--- src/rtl/request_unit.sv ---
// ---------------------------------------------------------------------------
// request_unit
// Sequences instruction and data memory requests for a single-cycle RISC-V
// datapath. A fetch completes on ihit; loads and stores then wait in a data
// phase until dhit. HALT latches a sticky halted state that only RST leaves.
//
// Ports
//   CLK          clock, all state updates on the rising edge
//   RST          synchronous active-high reset
//   ihit, dhit   instruction / data access complete this cycle
//   MemRead      current instruction is a load
//   MemWrite     current instruction is a store
//   halt         current instruction is HALT
//   imemREN      instruction read request
//   dmemREN      data read request (registered)
//   dmemWEN      data write request (registered)
//   pc_en        one-cycle strobe: PC advances, instruction retires
//   rf_wen_gate  register-file write gate, identical to pc_en
//   halted       sticky halt indication (registered)
//   retired_cnt  retired instruction count, wraps
//   stall_cnt    cycles spent in the data phase, saturates at all-ones
// ---------------------------------------------------------------------------
module request_unit #(
  parameter int CNT_W = 32
) (
  input  logic             CLK,
  input  logic             RST,
  input  logic             ihit,
  input  logic             dhit,
  input  logic             MemRead,
  input  logic             MemWrite,
  input  logic             halt,
  output logic             imemREN,
  output logic             dmemREN,
  output logic             dmemWEN,
  output logic             pc_en,
  output logic             rf_wen_gate,
  output logic             halted,
  output logic [CNT_W-1:0] retired_cnt,
  output logic [CNT_W-1:0] stall_cnt
);

  typedef enum logic [1:0] {
    ST_FETCH  = 2'd0,
    ST_DATA   = 2'd1,
    ST_HALTED = 2'd2
  } state_t;

  localparam logic [CNT_W-1:0] CNT_ONE = {{(CNT_W-1){1'b0}}, 1'b1};
  localparam logic [CNT_W-1:0] CNT_MAX = {CNT_W{1'b1}};

  state_t           state_r;
  logic             dmem_ren_r;
  logic             dmem_wen_r;
  logic             halted_r;
  logic [CNT_W-1:0] retired_cnt_r;
  logic [CNT_W-1:0] stall_cnt_r;
  logic             pc_en_s;
  logic             imem_ren_s;
  logic             mem_op_s;

  assign mem_op_s = MemRead | MemWrite;

  // Combinational request/strobe decode; pc_en must fire in the hit cycle itself.
  always_comb begin
    pc_en_s    = 1'b0;
    imem_ren_s = 1'b0;
    if (RST) begin
      // The fetch request stays up through reset so the first fetch starts at once.
      imem_ren_s = 1'b1;
      pc_en_s    = 1'b0;
    end else begin
      case (state_r)
        ST_FETCH: begin
          imem_ren_s = 1'b1;
          pc_en_s    = ihit & ~halt & ~mem_op_s;
        end
        ST_DATA: begin
          imem_ren_s = 1'b0;
          pc_en_s    = dhit;
        end
        ST_HALTED: begin
          imem_ren_s = 1'b0;
          pc_en_s    = 1'b0;
        end
        default: begin
          imem_ren_s = 1'b0;
          pc_en_s    = 1'b0;
        end
      endcase
    end
  end

  // State, latched data requests, sticky halt and the two counters.
  always_ff @(posedge CLK) begin
    if (RST) begin
      state_r       <= ST_FETCH;
      dmem_ren_r    <= 1'b0;
      dmem_wen_r    <= 1'b0;
      halted_r      <= 1'b0;
      retired_cnt_r <= {CNT_W{1'b0}};
      stall_cnt_r   <= {CNT_W{1'b0}};
    end else begin
      if (pc_en_s) begin
        retired_cnt_r <= retired_cnt_r + CNT_ONE;
      end
      case (state_r)
        ST_FETCH: begin
          if (ihit) begin
            if (halt) begin
              // HALT wins over any memory flags carried by the same word.
              state_r  <= ST_HALTED;
              halted_r <= 1'b1;
            end else if (mem_op_s) begin
              // Requests are latched here; later MemRead/MemWrite changes are ignored.
              state_r    <= ST_DATA;
              dmem_ren_r <= MemRead;
              dmem_wen_r <= MemWrite;
            end
          end
        end
        ST_DATA: begin
          // The dhit cycle itself is still a stall cycle.
          if (stall_cnt_r != CNT_MAX) begin
            stall_cnt_r <= stall_cnt_r + CNT_ONE;
          end
          if (dhit) begin
            state_r    <= ST_FETCH;
            dmem_ren_r <= 1'b0;
            dmem_wen_r <= 1'b0;
          end
        end
        ST_HALTED: begin
          dmem_ren_r <= 1'b0;
          dmem_wen_r <= 1'b0;
        end
        default: begin
          state_r    <= ST_FETCH;
          dmem_ren_r <= 1'b0;
          dmem_wen_r <= 1'b0;
        end
      endcase
    end
  end

  assign imemREN     = imem_ren_s;
  assign dmemREN     = dmem_ren_r;
  assign dmemWEN     = dmem_wen_r;
  assign pc_en       = pc_en_s;
  assign rf_wen_gate = pc_en_s;
  assign halted      = halted_r;
  assign retired_cnt = retired_cnt_r;
  assign stall_cnt   = stall_cnt_r;

endmodule

--- config.mk ---
export PLATFORM = sky130hd
export DESIGN_NAME = request_unit
export DESIGN_NICKNAME = d
export VERILOG_FILES = /design/src/rtl/request_unit.sv
export SDC_FILE = /design/constraint.sdc
export NUM_CORES = 1
export LEC_CHECK = 0
export CAP_MARGIN = 20
export CORE_MARGIN = 2
export CORE_UTILIZATION = 35
export CTS_CLUSTER_DIAMETER = 50
export DETAILED_ROUTE_END_ITERATION = 10
export GPL_TIMING_DRIVEN = 0
export PLACE_DENSITY_LB_ADDON = 0.15
export SYNTH_ARGS = -nofsm -noshare
export SYNTH_HDL_FRONTEND = slang
export SYNTH_SLANG_ARGS = --single-unit
--- constraint.sdc ---
create_clock -name CLK -period 2.27 [get_ports CLK]
set_input_delay 0.3405 -clock CLK [delete_from_list [all_inputs] [get_ports CLK]]
set_output_delay 0.3405 -clock CLK [all_outputs]
set_load 0.01 [all_outputs]
== Word level (Yosys, flattened, before mapping) ==
Cells that the tools add are included.
Cells by class
  add/sub/neg operators: 2
  muxes and demuxes: 18
  equality and inequality tests: 8
  bitwise logic cells: 6
  reduce and logical (&&, ||, !) cells: 5
Operators with widths (count)
  adder 32 x 1 -> 32 bit, second input constant: 2
  != test 32 bit, second input constant: 1
  2-to-1 mux 1 bit: 10
  2-to-1 mux 2 bit: 4
  != test 2 bit, second input constant: 4
  AND reduction 4 bit: 2
  case mux 1 bit (2 select lines): 3
  case mux 2 bit (3 select lines): 1
  != test 3 bit, second input constant: 1
  NOT 1 bit: 3
  AND reduction 3 bit: 1
  bitwise AND 1 bit: 2
  == test 2 x 1 -> 1 bit, second input constant: 1
  == test 2 bit, second input constant: 1
  zero test 2 bit: 1
  AND reduction 2 bit: 1
  bitwise OR 1 bit: 1
Storage, ports and cells
  bits of input ports: 7
  word-level logic and storage cells: 45
  flip-flop bits (word level): 69

== Depth between registers and ports, before layout ==
Gate-level depths: netlist of run 1.
  depth in word-level cells: 5
  mapped depth: 8

== Worst setup path after synthesis of run 1 ==
No wires, ideal clock.
  path kind: reg2reg
  start point: register stall_cnt_r[5], in the netlist stall_cnt[5]
  end point: register stall_cnt_r[1], in the netlist stall_cnt[1]
  buffers on the path: 2
  period minus slack after synthesis: 2.056 ns
  required time: 2.142 ns
  path slack: 0.214 ns
  data arrival time: 1.928 ns
  library setup time: 0.128 ns
  cell stages (with the launch flop): 8
  path through: dfxtp_1 -> nand4_2 -> or4_1 -> buf_4 -> o31ai_4 -> buf_4 -> mux2i_1 -> nor2_1
On the way
  cells in the longest elaborated chain, start to end: 2
Ends and longest elaborated chain
  start: declaration: line 57  | logic [CNT_W-1:0] stall_cnt_r;
  start signal: assignment: line 102  | stall_cnt_r <= {CNT_W{1'b0}};
  start signal: assignment: line 125  | stall_cnt_r <= stall_cnt_r + CNT_ONE;
  != test 32 bit: line 124  | if (stall_cnt_r != CNT_MAX) begin
  AND reduction 2 bit (no line)
No other way between the ends.
A chain may end at the register's enable or synchronous reset.

== Worst setup path after layout of run 1 ==
  start point: register stall_cnt_r[7], in the netlist stall_cnt[7]
  end point: register stall_cnt_r[1], in the netlist stall_cnt[1]
Same word-level chain as after synthesis.

==> results of run 1 <==
## what timing repair did
action | CTS | global route
gates resized for setup | 14 | 18
buffers inserted | 1 | 5
pin swaps | 2 | 2
setup endpoints to repair | 13 | 45
## metal layers
metal	vias up	global-route usage
li1	1665	-
met1	1530	0.236
met2	64	0.286
met3	8	0.0595
met4	0	0.0513
met5	-	0
## state kept, by name, indices dropped and copies added (netlist names)
| name | cells |
|---|---|
| dmemREN | 1 |
| dmemWEN | 1 |
| halted | 1 |
| retired_cnt | 32 |
| stall_cnt | 32 |
| state_r | 2 |
## area by class of cell
cell class / count / area share
repair buffers: 81 / 0.170
clock buffers: 12 / 0.0335
multi-input cells: 299 / 0.414
inverters: 12 / 0.00971
well taps: 129 / 0.0348
clock inverters: 4 / 0.0151
plain buffers: 21 / 0.0229
flip-flops and latches: 69 / 0.300
## critical path, cell delays in order, from the launching register on
cell and delay [ps]:
dfxtp_1 410, nand4_4 200, or4_1 500, buf_4 190
o31ai_4 240, buf_4 220, mux2i_1 190, nor2_1 50
## how the worst min path moves through the flow
stage                 endpoint  slack (ps)
5_1_grt        retired_cnt[31]         510
4_1_cts                 halted         480
3_3_place_gp   retired_cnt[31]         470
6_report       retired_cnt[31]         490
2_1_floorplan           halted         500
3_5_place_dp   retired_cnt[31]         480
## report_power, final
| group | switching (mW) | internal, mW |
|---|---|---|
| sequential | 0.00758 | 1.22 |
| clock | 0.472 | 0.676 |
| combinational | 0.0685 | 0.0438 |
## layout by cell type (no fill, tap or decap), types with 3 or more instances in the layout
cell             count
a21oi_1             36
and3_1               7
and4_1               4
buf_4               11
clkbuf_1            11
clkbuf_2             4
clkbuf_8            11
clkdlybuf4s50_1     71
dfxtp_1             62
dfxtp_2              7
dlygate4sd2_1        4
inv_1               12
mux2i_1              3
nand2_1             19
nand3_1             25
nand4_1             21
nor2_1              46
nor2b_1              3
nor3_1               5
nor4_1               3
o21ai_0             11
o21ai_1              8
o31ai_1             14
or3_1               17
or4_1               15
xor2_1              24
## stage by stage
step | area, µm² | TNS (ps) | power [mW] | hold WS, ps
floorplan | 3380 | 0 | 1.31 | 495
global placement | 4290 | -4390 | 1.36 | 467
detailed placement | 4290 | -4460 | 1.36 | 481
CTS | 4550 | 0 | 2.51 | 477
global route | 4640 | -3.27 | 2.58 | 508
finish | 4640 | 0 | 2.48 | 495
## logic make-up (layout without fill, tap and decap cells)
kind of cell	Yosys count	in the layout
flip-flops	69	69
AND/OR/NAND/NOR	185	185
XOR/XNOR	25	25
multiplexers	4	4
adder cells (fa/ha/maj)	2	2
AO/OA/AOI/OAI	83	83
buffers and inverters	33	130
==> impl_metrics.env, run 1 <==
export IMPL_status="finished, final reports clean"
export IMPL_grt_usage=0.180
export IMPL_final_setup_viol_count=0
export IMPL_hp_class="flop to flop"
export IMPL_r2r_worst_path_cells=7
export IMPL_finalClockSkew_ps=8.67
export IMPL_hold_buffers=0
export IMPL_fin_crit_sh=0.934
export IMPL_endpoint_kind="flop"
export IMPL_routed_wl_um=9110
export IMPL_viasPerCell=5.21
export IMPL_ant_nets=0
export IMPL_holdPathStages=2
export IMPL_final_cells=627
export IMPL_multi_input_area_mm2=0.00192
export IMPL_antenna_found_initial=0
export IMPL_yosys_top_cells_area="dfxtp_1 (41%), xor2_1 (6.2%), a21oi_1 (5.3%)"
export IMPL_cap_violations=0
export IMPL_ir_drop_mv=0.325
export IMPL_portBuffers=75
export IMPL_ys_warn_count=0
export IMPL_hold_viol=0
export IMPL_vias=3267
export IMPL_highest_signal_layer="met4"
export IMPL_synth_edf_count=0
export IMPL_synthMostInstantiatedCell="dfxtp_1"
export IMPL_crit_path_start_kind="flop"
export IMPL_r2r_start="stall_cnt[7]"
export IMPL_tightest_slew_ps=566
export IMPL_cp_arrival_ps=2330
export IMPL_die_area_mm2=0.0105
export IMPL_ys_seq_area_frac=0.409
export IMPL_fmax_ghz=0.472
export IMPL_placedCellCount=605
export IMPL_grt_pass1_wl_um=14800
export IMPL_clk_latency_ps=340
export IMPL_synth_mux_area_frac=0.0122
export IMPL_grt_start_max_net_pins=12
export IMPL_slew_viol_final=0
export IMPL_critPathMaxFanout=10
export IMPL_cts_buffers=9
export IMPL_drt_iter0_drc=134
export IMPL_r2r_slack_ps=150
export IMPL_layout_drive_gt1_share=0.114
export IMPL_gp_congestion=0.780
export IMPL_static_leakage_power_nw=1.55
export IMPL_synth_top_area_share=0.409
export IMPL_dr_wl_met2_um=4160
export IMPL_synth_top_family_by_area="simple AND/OR/NAND/NOR gates"
export IMPL_ys_async_sr_fraction=0
export IMPL_synth_fa_ha_area_frac=0.00741
export IMPL_crit_type="flop to flop"
export IMPL_die_x_um=102
export IMPL_ctsRootBufferMaster="clkbuf_8"
export IMPL_timing_final_ws_setup_ps=150
export IMPL_synthFlopType="dfxtp_1"
export IMPL_start_util=0.364
export IMPL_clk_pin_slew_ps=80
export IMPL_synth_area_leader_cell="dfxtp_1"
export IMPL_area_delta_synth_final_pct=37.3
export IMPL_final_util=0.500
export IMPL_rows=35
export IMPL_htreeDepth=3
export IMPL_place_hpwl_um=6430
export IMPL_cts_sinks=69
export IMPL_drc_errors=0
export IMPL_crit_start="stall_cnt[7]"
export IMPL_powerDensity_mw_per_mm2=536
export IMPL_clock_path_buffers=2
export IMPL_preCtsSetupSlack_ps=-382
export IMPL_wl_met3_um=446
export IMPL_die_h_um=102
export IMPL_crit_end="stall_cnt[1]"
export IMPL_core_area_mm2=0.00928
export IMPL_wl_met1_um=4400
export IMPL_synth_compound_area_frac=0.156
export IMPL_critPathRequiredTime_ps=2480
export IMPL_max_slew_margin_rel=0.622
export IMPL_antenna_cells=0
export IMPL_nets=502
export IMPL_worstHoldStart="retired_cnt[31]"
export IMPL_grt_pass1_vias=3000
export IMPL_synth_commonest_cells="dfxtp_1 (69), nor2_1 (48), a21oi_1 (36)"
export IMPL_ios=77
export IMPL_avgRoutedWirePerCell_um=14.5
export IMPL_syn_inst=401
export IMPL_synth_simple_area_share=0.309
export IMPL_fin_crit_ps=2120
export IMPL_synth_cell_types=47
export IMPL_synth_area_mm2=0.00338
export IMPL_drt_first_pass_iters=4
export IMPL_grt_overflow_total=0
export IMPL_cts_tree="done"
export IMPL_ff_latch_area_mm2=0.00139
export IMPL_syn_area_per_cell_um2=8.42
export IMPL_synth_xor_area_frac=0.0648
export IMPL_fillers=940
export IMPL_synth_seq_cells=69
export IMPL_syn_nets=410
export IMPL_rr_endpoint="stall_cnt[1]"
(Power assumes the default switching activity.)
==> run 2: changes to the inputs <==
- SLEW_MARGIN: default -> 20
==> results of run 2 <==
The final DEF is identical to that of run 1; final timing and power are the same.
